--- config.mk ---
export PLATFORM = sky130hd
export DESIGN_NAME = key_debouncer
export DESIGN_NICKNAME = d
export VERILOG_FILES = /design/src/rtl/key_debouncer.sv
export SDC_FILE = /design/constraint.sdc
export NUM_CORES = 1
export LEC_CHECK = 0
export BUFFER_PORTS_ARGS = -buffer_cell sky130_fd_sc_hd__buf_4
export CORE_MARGIN = 5
export CORE_UTILIZATION = 40
export DETAILED_ROUTE_END_ITERATION = 7
export PLACE_DENSITY = 0.6
export SLEW_MARGIN = 20
export SYNTH_ARGS = -nofsm -noshare
export SYNTH_HDL_FRONTEND = slang
export SYNTH_SLANG_ARGS = --single-unit
--- constraint.sdc ---
create_clock -name clock -period 5.95 [get_ports clock]
set_clock_uncertainty 0.05 [all_clocks]
set_input_delay 0.2975 -clock clock [delete_from_list [all_inputs] [get_ports clock]]
set_output_delay 0.2975 -clock clock [all_outputs]
set_load 0.03 [all_outputs]
--- src/rtl/key_debouncer.sv ---
// key_debouncer
//   Debounces NUM_KEYS active-low board pushbuttons using a shared 1 kHz tick
//   that is derived from the clock1Khz square wave. clock1Khz is treated as
//   data: it is synchronized, and its rising edge becomes a one-cycle tick.
//   A new key level must hold for STABLE_TICKS ticks before it is accepted.
//
// Ports
//   clock        system clock, all logic on its rising edge
//   reset        synchronous, active-high reset
//   clock1Khz    divided square wave, sampled as data
//   key_n        raw pushbuttons, active-low, asynchronous
//   key_level    debounced key state, 1 = pressed (registered)
//   key_press    one-cycle pulse per accepted press (registered)
//   key_release  one-cycle pulse per accepted release (registered)
//   tick         one-cycle pulse per clock1Khz rising edge
module key_debouncer #(
  parameter int NUM_KEYS     = 4,
  parameter int STABLE_TICKS = 20
) (
  input  logic                clock,
  input  logic                reset,
  input  logic                clock1Khz,
  input  logic [NUM_KEYS-1:0] key_n,
  output logic [NUM_KEYS-1:0] key_level,
  output logic [NUM_KEYS-1:0] key_press,
  output logic [NUM_KEYS-1:0] key_release,
  output logic                tick
);

  localparam logic [1:0] ST_UP         = 2'd0;
  localparam logic [1:0] ST_CHECK_DOWN = 2'd1;
  localparam logic [1:0] ST_DOWN       = 2'd2;
  localparam logic [1:0] ST_CHECK_UP   = 2'd3;

  localparam logic [7:0] STABLE_CNT = 8'(STABLE_TICKS);

  // clock1Khz synchronizer (s1, s2) and edge-history flop (s3)
  logic s1_q, s1_d;
  logic s2_q, s2_d;
  logic s3_q, s3_d;

  // key_n synchronizer, released (1) after reset
  logic [NUM_KEYS-1:0] k1_q, k1_d;
  logic [NUM_KEYS-1:0] k2_q, k2_d;
  logic [NUM_KEYS-1:0] raw;

  // per-key FSM state and tick counter
  logic [1:0] state_q [NUM_KEYS];
  logic [1:0] state_d [NUM_KEYS];
  logic [7:0] cnt_q   [NUM_KEYS];
  logic [7:0] cnt_d   [NUM_KEYS];

  // registered outputs
  logic [NUM_KEYS-1:0] level_q,   level_d;
  logic [NUM_KEYS-1:0] press_q,   press_d;
  logic [NUM_KEYS-1:0] release_q, release_d;

  always_comb begin
    s1_d = clock1Khz;
    s2_d = s1_q;
    s3_d = s2_q;
    k1_d = key_n;
    k2_d = k1_q;
  end

  assign raw  = ~k2_q;
  assign tick = s2_q & ~s3_q;

  // A raw change is checked before the tick in every CHECK state, so a
  // bounce coinciding with a tick always reverts the state and clears the
  // counter. Acceptance uses >= so the counter can never pass STABLE_CNT.
  always_comb begin
    state_d   = state_q;
    cnt_d     = cnt_q;
    level_d   = level_q;
    press_d   = '0;
    release_d = '0;
    for (int unsigned i = 0; i < NUM_KEYS; i++) begin
      case (state_q[i])
        ST_UP: begin
          if (raw[i]) begin
            state_d[i] = ST_CHECK_DOWN;
            cnt_d[i]   = '0;
          end
        end
        ST_CHECK_DOWN: begin
          if (!raw[i]) begin
            state_d[i] = ST_UP;
            cnt_d[i]   = '0;
          end else if (tick) begin
            if (cnt_q[i] + 8'd1 >= STABLE_CNT) begin
              state_d[i] = ST_DOWN;
              cnt_d[i]   = '0;
              level_d[i] = 1'b1;
              press_d[i] = 1'b1;
            end else begin
              cnt_d[i] = cnt_q[i] + 8'd1;
            end
          end
        end
        ST_DOWN: begin
          if (!raw[i]) begin
            state_d[i] = ST_CHECK_UP;
            cnt_d[i]   = '0;
          end
        end
        ST_CHECK_UP: begin
          if (raw[i]) begin
            state_d[i] = ST_DOWN;
            cnt_d[i]   = '0;
          end else if (tick) begin
            if (cnt_q[i] + 8'd1 >= STABLE_CNT) begin
              state_d[i]   = ST_UP;
              cnt_d[i]     = '0;
              level_d[i]   = 1'b0;
              release_d[i] = 1'b1;
            end else begin
              cnt_d[i] = cnt_q[i] + 8'd1;
            end
          end
        end
        default: begin
          state_d[i] = ST_UP;
          cnt_d[i]   = '0;
        end
      endcase
    end
  end

  always_ff @(posedge clock) begin
    if (reset) begin
      s1_q      <= 1'b0;
      s2_q      <= 1'b0;
      s3_q      <= 1'b0;
      k1_q      <= '1;
      k2_q      <= '1;
      level_q   <= '0;
      press_q   <= '0;
      release_q <= '0;
      for (int unsigned i = 0; i < NUM_KEYS; i++) begin
        state_q[i] <= ST_UP;
        cnt_q[i]   <= '0;
      end
    end else begin
      s1_q      <= s1_d;
      s2_q      <= s2_d;
      s3_q      <= s3_d;
      k1_q      <= k1_d;
      k2_q      <= k2_d;
      level_q   <= level_d;
      press_q   <= press_d;
      release_q <= release_d;
      for (int unsigned i = 0; i < NUM_KEYS; i++) begin
        state_q[i] <= state_d[i];
        cnt_q[i]   <= cnt_d[i];
      end
    end
  end

  assign key_level   = level_q;
  assign key_press   = press_q;
  assign key_release = release_q;

endmodule

==> results of run 1 <==
-- kinds of logic (layout without fill, tap and decap cells) --
family / count (synthesis) / in the layout
compound gates: 76 / 76
fa+ha+maj: 4 / 4
flops: 63 / 63
mux: 3 / 3
simple gates: 154 / 154
buf+inv: 32 / 48
xor+xnor: 5 / 5
-- power groups by stage --
stage               registers, mW  clock network (mW)  logic (mW)
floorplan                   0.453                   0      0.0241
global placement            0.445                   0      0.0475
detailed placement          0.445                   0      0.0479
CTS                         0.436               0.319      0.0481
global route                0.437               0.339      0.0519
finish                      0.436               0.305      0.0472
-- final timing paths --
| path | start | to | slack, ns | depth (start not counted) |
|---|---|---|---|---|
| max | s3_q$_SDFF_PP0_ | cnt_q[18]$_SDFFE_PP0P_ | 3.54 | 5 |
| min | key_n[2] | k1_q[2]$_SDFF_PP1_ | 0.11 | 2 |
| max reg2reg | s3_q$_SDFF_PP0_ | cnt_q[18]$_SDFFE_PP0P_ | 3.54 | 5 |
| min reg2reg | k1_q[0]$_SDFF_PP1_ | k2_q[0]$_SDFF_PP1_ | 0.36 | 1 |
-- sequential cells by signal, summed over array words and instances (netlist names), named ones only --
name,count
k1_q,4
key_level,4
key_release,4
s2_q,1
s1_q,1
s3_q,1
k2_q,4
state_q,4
key_press,4
cnt_q,32
-- cells in the mapped netlist, types with 4 or more instances --
cell      count
clkbuf_1     10
a21oi_1      18
or3_1         4
nand2_1      27
ha_1          4
inv_1        13
nor3_1       14
nand4_1       7
a211oi_1      4
nor4_1        8
nand3_1      17
a221oi_1      4
nand2b_1      6
dfxtp_1      63
or2_2        12
nor2b_1       4
o21ai_0      12
and2_1        9
and3_1       13
a31oi_1       4
nor2_1       21
-- layer usage --
metal	up-vias	global-route usage	wire (um)
li1	1252	-	-
met1	1142	0.181	2850
met2	29	0.216	2700
met3	6	0.0363	197
met4	0	0.0733	69
met5	-	0	0
-- cell type report --
type / instances / area (um^2) / share of cell area
multi-input cells: 242 / 1500 / 0.463
flip-flops and latches: 63 / 1260 / 0.389
clock buffers: 14 / 153 / 0.0471
repair buffers: 19 / 143 / 0.0440
well taps: 99 / 124 / 0.0383
inverters: 14 / 52.6 / 0.0162
clock inverters: 1 / 5.00 / 0.00155
==> summary.txt, run 1 <==
STA
  – Slew @ Worst Pin: between 0.7 and 0.8 ns
  – Endpoints failing setup: 0
  – Fin crit share: 0.405
  – Final hold violation count: 0
  – Setup TNS Final: 0 ns
  – Rel. slew slack: 0.508
  – F_max: 415 MHz
  – RSZ-0062 raised after global routing: false
  – Crit path time final: ~2.4 ns
  – Worst hold margin: around 0.11 ns
  – Final setup margin: ~3.5 ns
  – Slew Limit Fails: 0

Logic synthesis
  – Synth async-reset ratio: 0
  – Ranking of synthesized cells by area: dfxtp_1, nand2_1, a21oi_1
  – Synth Area in Compound Gates: 0.187
  – Post-synthesis cell count: roughly 340
  – Dominant cell type by area after synthesis: dfxtp_1
  – Register area share after synthesis: 0.434
  – Yosys warns: 0
  – EDFF count, synth: 0
  – Number of synthesized register bits: 63
  – Synth Area in XOR/XNOR: 0.0151
  – Largest family of logic cells by synthesized area: simple AND/OR/NAND/NOR gates
  – Syn avg cell area: roughly 8.6 um^2
  – Mapped Nets: 348
  – Mux cell area share after synthesis: 0.0103
  – Simple-gate share of the synthesized area: 0.286
  – Distinct cells, synth: 63
  – Share of Yosys cell area claimed by the top area cell type: 0.434
  – Main synth FF type: dfxtp_1
  – Post-Synth Adder-Cell Area: 0.0172
  – Syn Std Cell Area: just under 3000 um^2

Global routing
  – GR Util All Layers: 0.141
  – First-pass GRT wire length: a little over 10000 um
  – Initial antenna violation count: 0
  – Number of global-route vias before repair: 2229
  – Largest net degree at the start of global routing: 44
  – GRT overflow: 0

Power
  – Gate power share: 0.060
  – Clk pwr share: 0.387
  – Pint: 0.608 mW
  – Power, Total: around 0.79 mW
  – Pwr dens: around 240 nW/um^2
  – Switching Fraction: 0.228
  – P_leak: 1.22 nW
  – Peak supply drop: between 0.1 and 0.15 mV
  – Switching Power: between 0.15 and 0.2 mW
  – Reg power frac: 0.553

Critical path
  – Max stage delay on crit path: 0.79 ns
  – CP endpoint kind: flop
  – Cell at the slowest stage of the critical path: o21ai_0
  – Crit-path leading delay family: compound AO/OA/AOI/OAI gates
  – Crit path top cell by count: o21ai_0
  – Crit-path max FO: 27
  – Worst-path cell chain: nand2b_1 > clkinv_1 > o21ai_0 > o21ai_0 > a21oi_1
  – CP arrival: 2.62 ns
  – Startpoint Class: flop
  – WP buf/inv: 1
  – Crit Path Class: flop to flop
  – Worst path required time: roughly 6.2 ns

Cells and area
  – Commonest cells after routing, fill and taps aside: dfxtp_1, nand2_1, nor2_1
  – Number of fill cells: about 740
  – Commonest non-fill, non-tap cell in the layout: dfxtp_1
  – Fin area: approximately 3200 um^2
  – Ratio of cells with drive above 1 in the final layout: 0.139
  – Fin util: 0.451
  – Area added between synthesis and finish: 11.5%
  – NumNets Final: 360
  – Fin cells: roughly 450
  – Antenna diode count: 0

Outcome
  – Status: completed

Drt
  – Vias/cell: between 5 and 6
  – Final wirelength: 5820 um
  – DR vias: 2429
  – Drt drc: 0
  – Post-DR wirelength/cell: approximately 13 um
  – 1st-iter DRT viols: 113
  – Drt pass-1 iters: 4
  – Final antenna-violating net count: 0

Clock tree
  – Number of clock sinks: 63
  – H-Tree Depth: 3
  – Resized Gates After CTS: 0
  – TritonCTS clock tree: yes
  – Clock Latency Late Sink: about 0.32 ns
  – Clock-pin slew on the worst setup and hold paths: 0.06 ns
  – Setup Buffers After CTS: 0
  – Root buf cell: clkbuf_8
  – TritonCTS Buffers: 9
  – Cts hold-fix bufs: 0
  – Max Root-Sink Buffers: 2

Placement
  – Dpl ws: approximately 3.5 ns
  – Placed Area: between 3000 and 4000 um^2
  – Count of buffers from port buffering: 19
  – Routability cong.: approximately 0.84
  – Dpl hpwl: roughly 4000 um
  – DP Cell Count: between 400 and 500

Floorplan
  – Core Region: between 7000 and 8000 um^2
  – Die footprint: 9070 um^2
  – Die H: ~95 um
  – # IOs: 20
  – Die X: between 90 and 100 um
  – Placement Rows: 31
  – Starting Density: 0.405

Run
  – Max Cap Viol: 0

Hold path
  – Hold crit path type: input port to flop
Note: power is estimated with default switching activity, not from simulation.
==> run 2, diff against run 1 <==
--- a/config.mk
+++ b/config.mk
@@ -9,7 +9,7 @@
 export CORE_MARGIN = 5
 export CORE_UTILIZATION = 40
 export DETAILED_ROUTE_END_ITERATION = 7
-export PLACE_DENSITY = 0.6
+export PLACE_DENSITY = 0.62
 export SLEW_MARGIN = 20
 export SYNTH_ARGS = -nofsm -noshare
 export SYNTH_HDL_FRONTEND = slang
==> constraint.sdc (replaced) <==
create_clock -name clock -period 2.2 [get_ports clock]
set_clock_uncertainty 0.05 [all_clocks]
set_input_delay 0.11 -clock clock [delete_from_list [all_inputs] [get_ports clock]]
set_output_delay 0.11 -clock clock [all_outputs]
set_load 0.03 [all_outputs]
==> run 2 against run 1 <==
Routed wire length grew 4.5%. Combinational power grew to 3.1 times the previous value. Critical path depth grew 2. Worst setup slack lost 3.5 ns. Critical path type unchanged.
==> summary.txt, run 2 (synthesis results as in run 1) <==
Hold path
  – Hold crit path type: input port to flop
  – Hold depth: 2
  – Min-delay src: reset
  – Hold endpoint: cnt_q[8]$_SDFFE_PP0P_

Power
  – Pwr dens: 674 nW/um^2
  – Peak supply drop: 0.372 mV
  – P_leak: 1.33 nW

STA
  – Rel. slew slack: 0.627
  – Crit path time final: ~2.1 ns
  – Final setup margin: between 0.07 and 0.08 ns
  – Final hold violation count: 0
  – F_max: about 470 MHz
  – Fin crit share: 0.965
  – Worst hold margin: about 0.079 ns
  – RSZ-0062 raised after global routing: true
  – Slew @ Worst Pin: between 0.5 and 0.6 ns
  – Endpoints failing setup: 0
  – Slew Limit Fails: 0

Cells and area
  – Commonest non-fill, non-tap cell in the layout: dfxtp_1
  – Commonest cells after routing, fill and taps aside: dfxtp_1, buf_4, nand2_1
  – NumNets Final: 378
  – Top reg by flops: cnt_q
  – Area added between synthesis and finish: 19.9%
  – Fin area: 3480 um^2
  – Number of fill cells: 680
  – Multi-input logic area: about 1500 um^2
  – Seq. cell area: about 1300 um^2
  – Max FFs per register: 32
  – Ratio of cells with drive above 1 in the final layout: 0.207
  – Antenna diode count: 0

Drt
  – Vias/cell: around 5.3
  – Drt pass-1 iters: 5
  – 1st-iter DRT viols: 114
  – DR vias: about 2500
  – Post-DR wirelength/cell: between 10 and 15 um
  – Final wirelength: roughly 6100 um
  – Drt drc: 0
  – Final antenna-violating net count: 0

Critical path
  – R2R Path Start: cnt_q[24]$_SDFFE_PP0P_
  – Worst path required time: between 2 and 2.5 ns
  – Reg-to-reg endpoint: cnt_q[24]$_SDFFE_PP0P_
  – R2R cell count: 7
  – R2R Setup Slk: approximately 0.077 ns
  – Cell at the slowest stage of the critical path: or4_1
  – Crit-path max FO: 6
  – CP arrival: about 2.4 ns
  – Crit Path Class: flop to flop
  – Max stage delay on crit path: between 0.4 and 0.5 ns
  – Worst-path cell chain: ha_1 > nand3_1 > o22ai_1 > o32ai_2 > or2_1 > or4_1 > a21oi_1
  – Startpoint Class: flop
  – CP endpoint kind: flop

Clock tree
  – H-Tree Depth: 3
  – Max Root-Sink Buffers: 2
  – Clock-pin slew on the worst setup and hold paths: 0.07 ns
  – TritonCTS Buffers: 9
  – Number of clock sinks: 63
  – Root buf cell: clkbuf_8
  – Clock Latency Late Sink: approximately 0.34 ns
  – TritonCTS clock tree: yes

Placement
  – Dpl ws: around 0.070 ns
  – Count of buffers from port buffering: 19
  – Dpl hpwl: just over 4000 um
  – Routability cong.: roughly 0.85
  – Placed Area: 3190 um^2

Floorplan
  – Core Region: 7180 um^2
  – Placement Rows: 31
  – # IOs: 20
  – Die footprint: slightly above 9000 um^2
  – Starting Density: 0.405
  – Die H: ~95 um
  – Die X: around 95 um

Global routing
  – Initial antenna violation count: 0
  – Largest net degree at the start of global routing: 24
  – GRT overflow: 0
  – GR Util All Layers: 0.149
  – Number of global-route vias before repair: 2386
  – First-pass GRT wire length: around 11000 um

Outcome
  – Status: completed

Run
  – Max Cap Viol: 0
run 2: worst max-delay path by stage:
stage / start / end / slack, ns / cells after the start
after CTS: cnt_q[0]$_SDFFE_PP0P_ / key_level[3]$_SDFFE_PP0P_ / 0.06 / 7
after global routing: cnt_q[24]$_SDFFE_PP0P_ / cnt_q[24]$_SDFFE_PP0P_ / -0.09 / 7
after global placement: cnt_q[0]$_SDFFE_PP0P_ / key_level[3]$_SDFFE_PP0P_ / 0.09 / 7
after detailed placement: cnt_q[0]$_SDFFE_PP0P_ / key_level[3]$_SDFFE_PP0P_ / 0.07 / 7
after floorplan: cnt_q[16]$_SDFFE_PP0P_ / cnt_q[20]$_SDFFE_PP0P_ / 0.16 / 8
final: cnt_q[24]$_SDFFE_PP0P_ / cnt_q[24]$_SDFFE_PP0P_ / 0.08 / 7
run 2: what timing repair did:
action | 4_1_cts | 5_1_grt
endpoints found under the setup margin | 0 | 18
buffers inserted | 0 | 0
gates resized for setup | 0 | 11
endpoints found under the hold margin | 5 | 0
hold buffers | 5 | 0
run 2: metal layers:
layer | routed length (um) | track usage | up-vias
li1 | - | - | 1290
met1 | 2900 | 0.185 | 1128
met2 | 2770 | 0.240 | 64
met3 | 299 | 0.0331 | 9
met4 | 116 | 0.0793 | 0
met5 | 0 | 0 | -
run 2: critical path, delay by kind of cell (launching register included):
| kind | cells | cell delay, ns |
|---|---|---|
| adders and majority gates | 1 | 0.28 |
| AOI/OAI and AO/OA | 3 | 0.46 |
| and+or+nand+nor | 3 | 0.86 |
| DFF | 1 | 0.42 |
run 2: where the power goes:
part / switching [mW] / internal (mW) / total [mW]
Sequential: 0.0157 / 1.16 / 1.18
Combinational: 0.0842 / 0.0601 / 0.144
Clock: 0.468 / 0.557 / 1.03
Total: 0.568 / 1.78 / 2.35
run 2: stage by stage:
| stage | total power [mW] | utilization | std cells | setup TNS [ns] |
|---|---|---|---|---|
| 6_report | 2.35 | 0.486 | 471 | 0 |
| 5_1_grt | 2.45 | 0.486 | 471 | -0.123 |
| 4_1_cts | 2.38 | 0.480 | 471 | 0 |
| 3_5_place_dp | 1.34 | 0.445 | 450 | 0 |
| 3_3_place_gp | 1.34 | 0.445 | 450 | 0 |
| 2_1_floorplan | 1.29 | - | 337 | 0 |
run 2: final cells by class:
class	count	area share
Tap cell	99	0.0355
Clock inverter	6	0.0194
Inverter	14	0.0151
Timing Repair Buffer	37	0.0869
Clock buffer	10	0.0395
Multi-Input combinational cell	242	0.441
Sequential cell	63	0.362
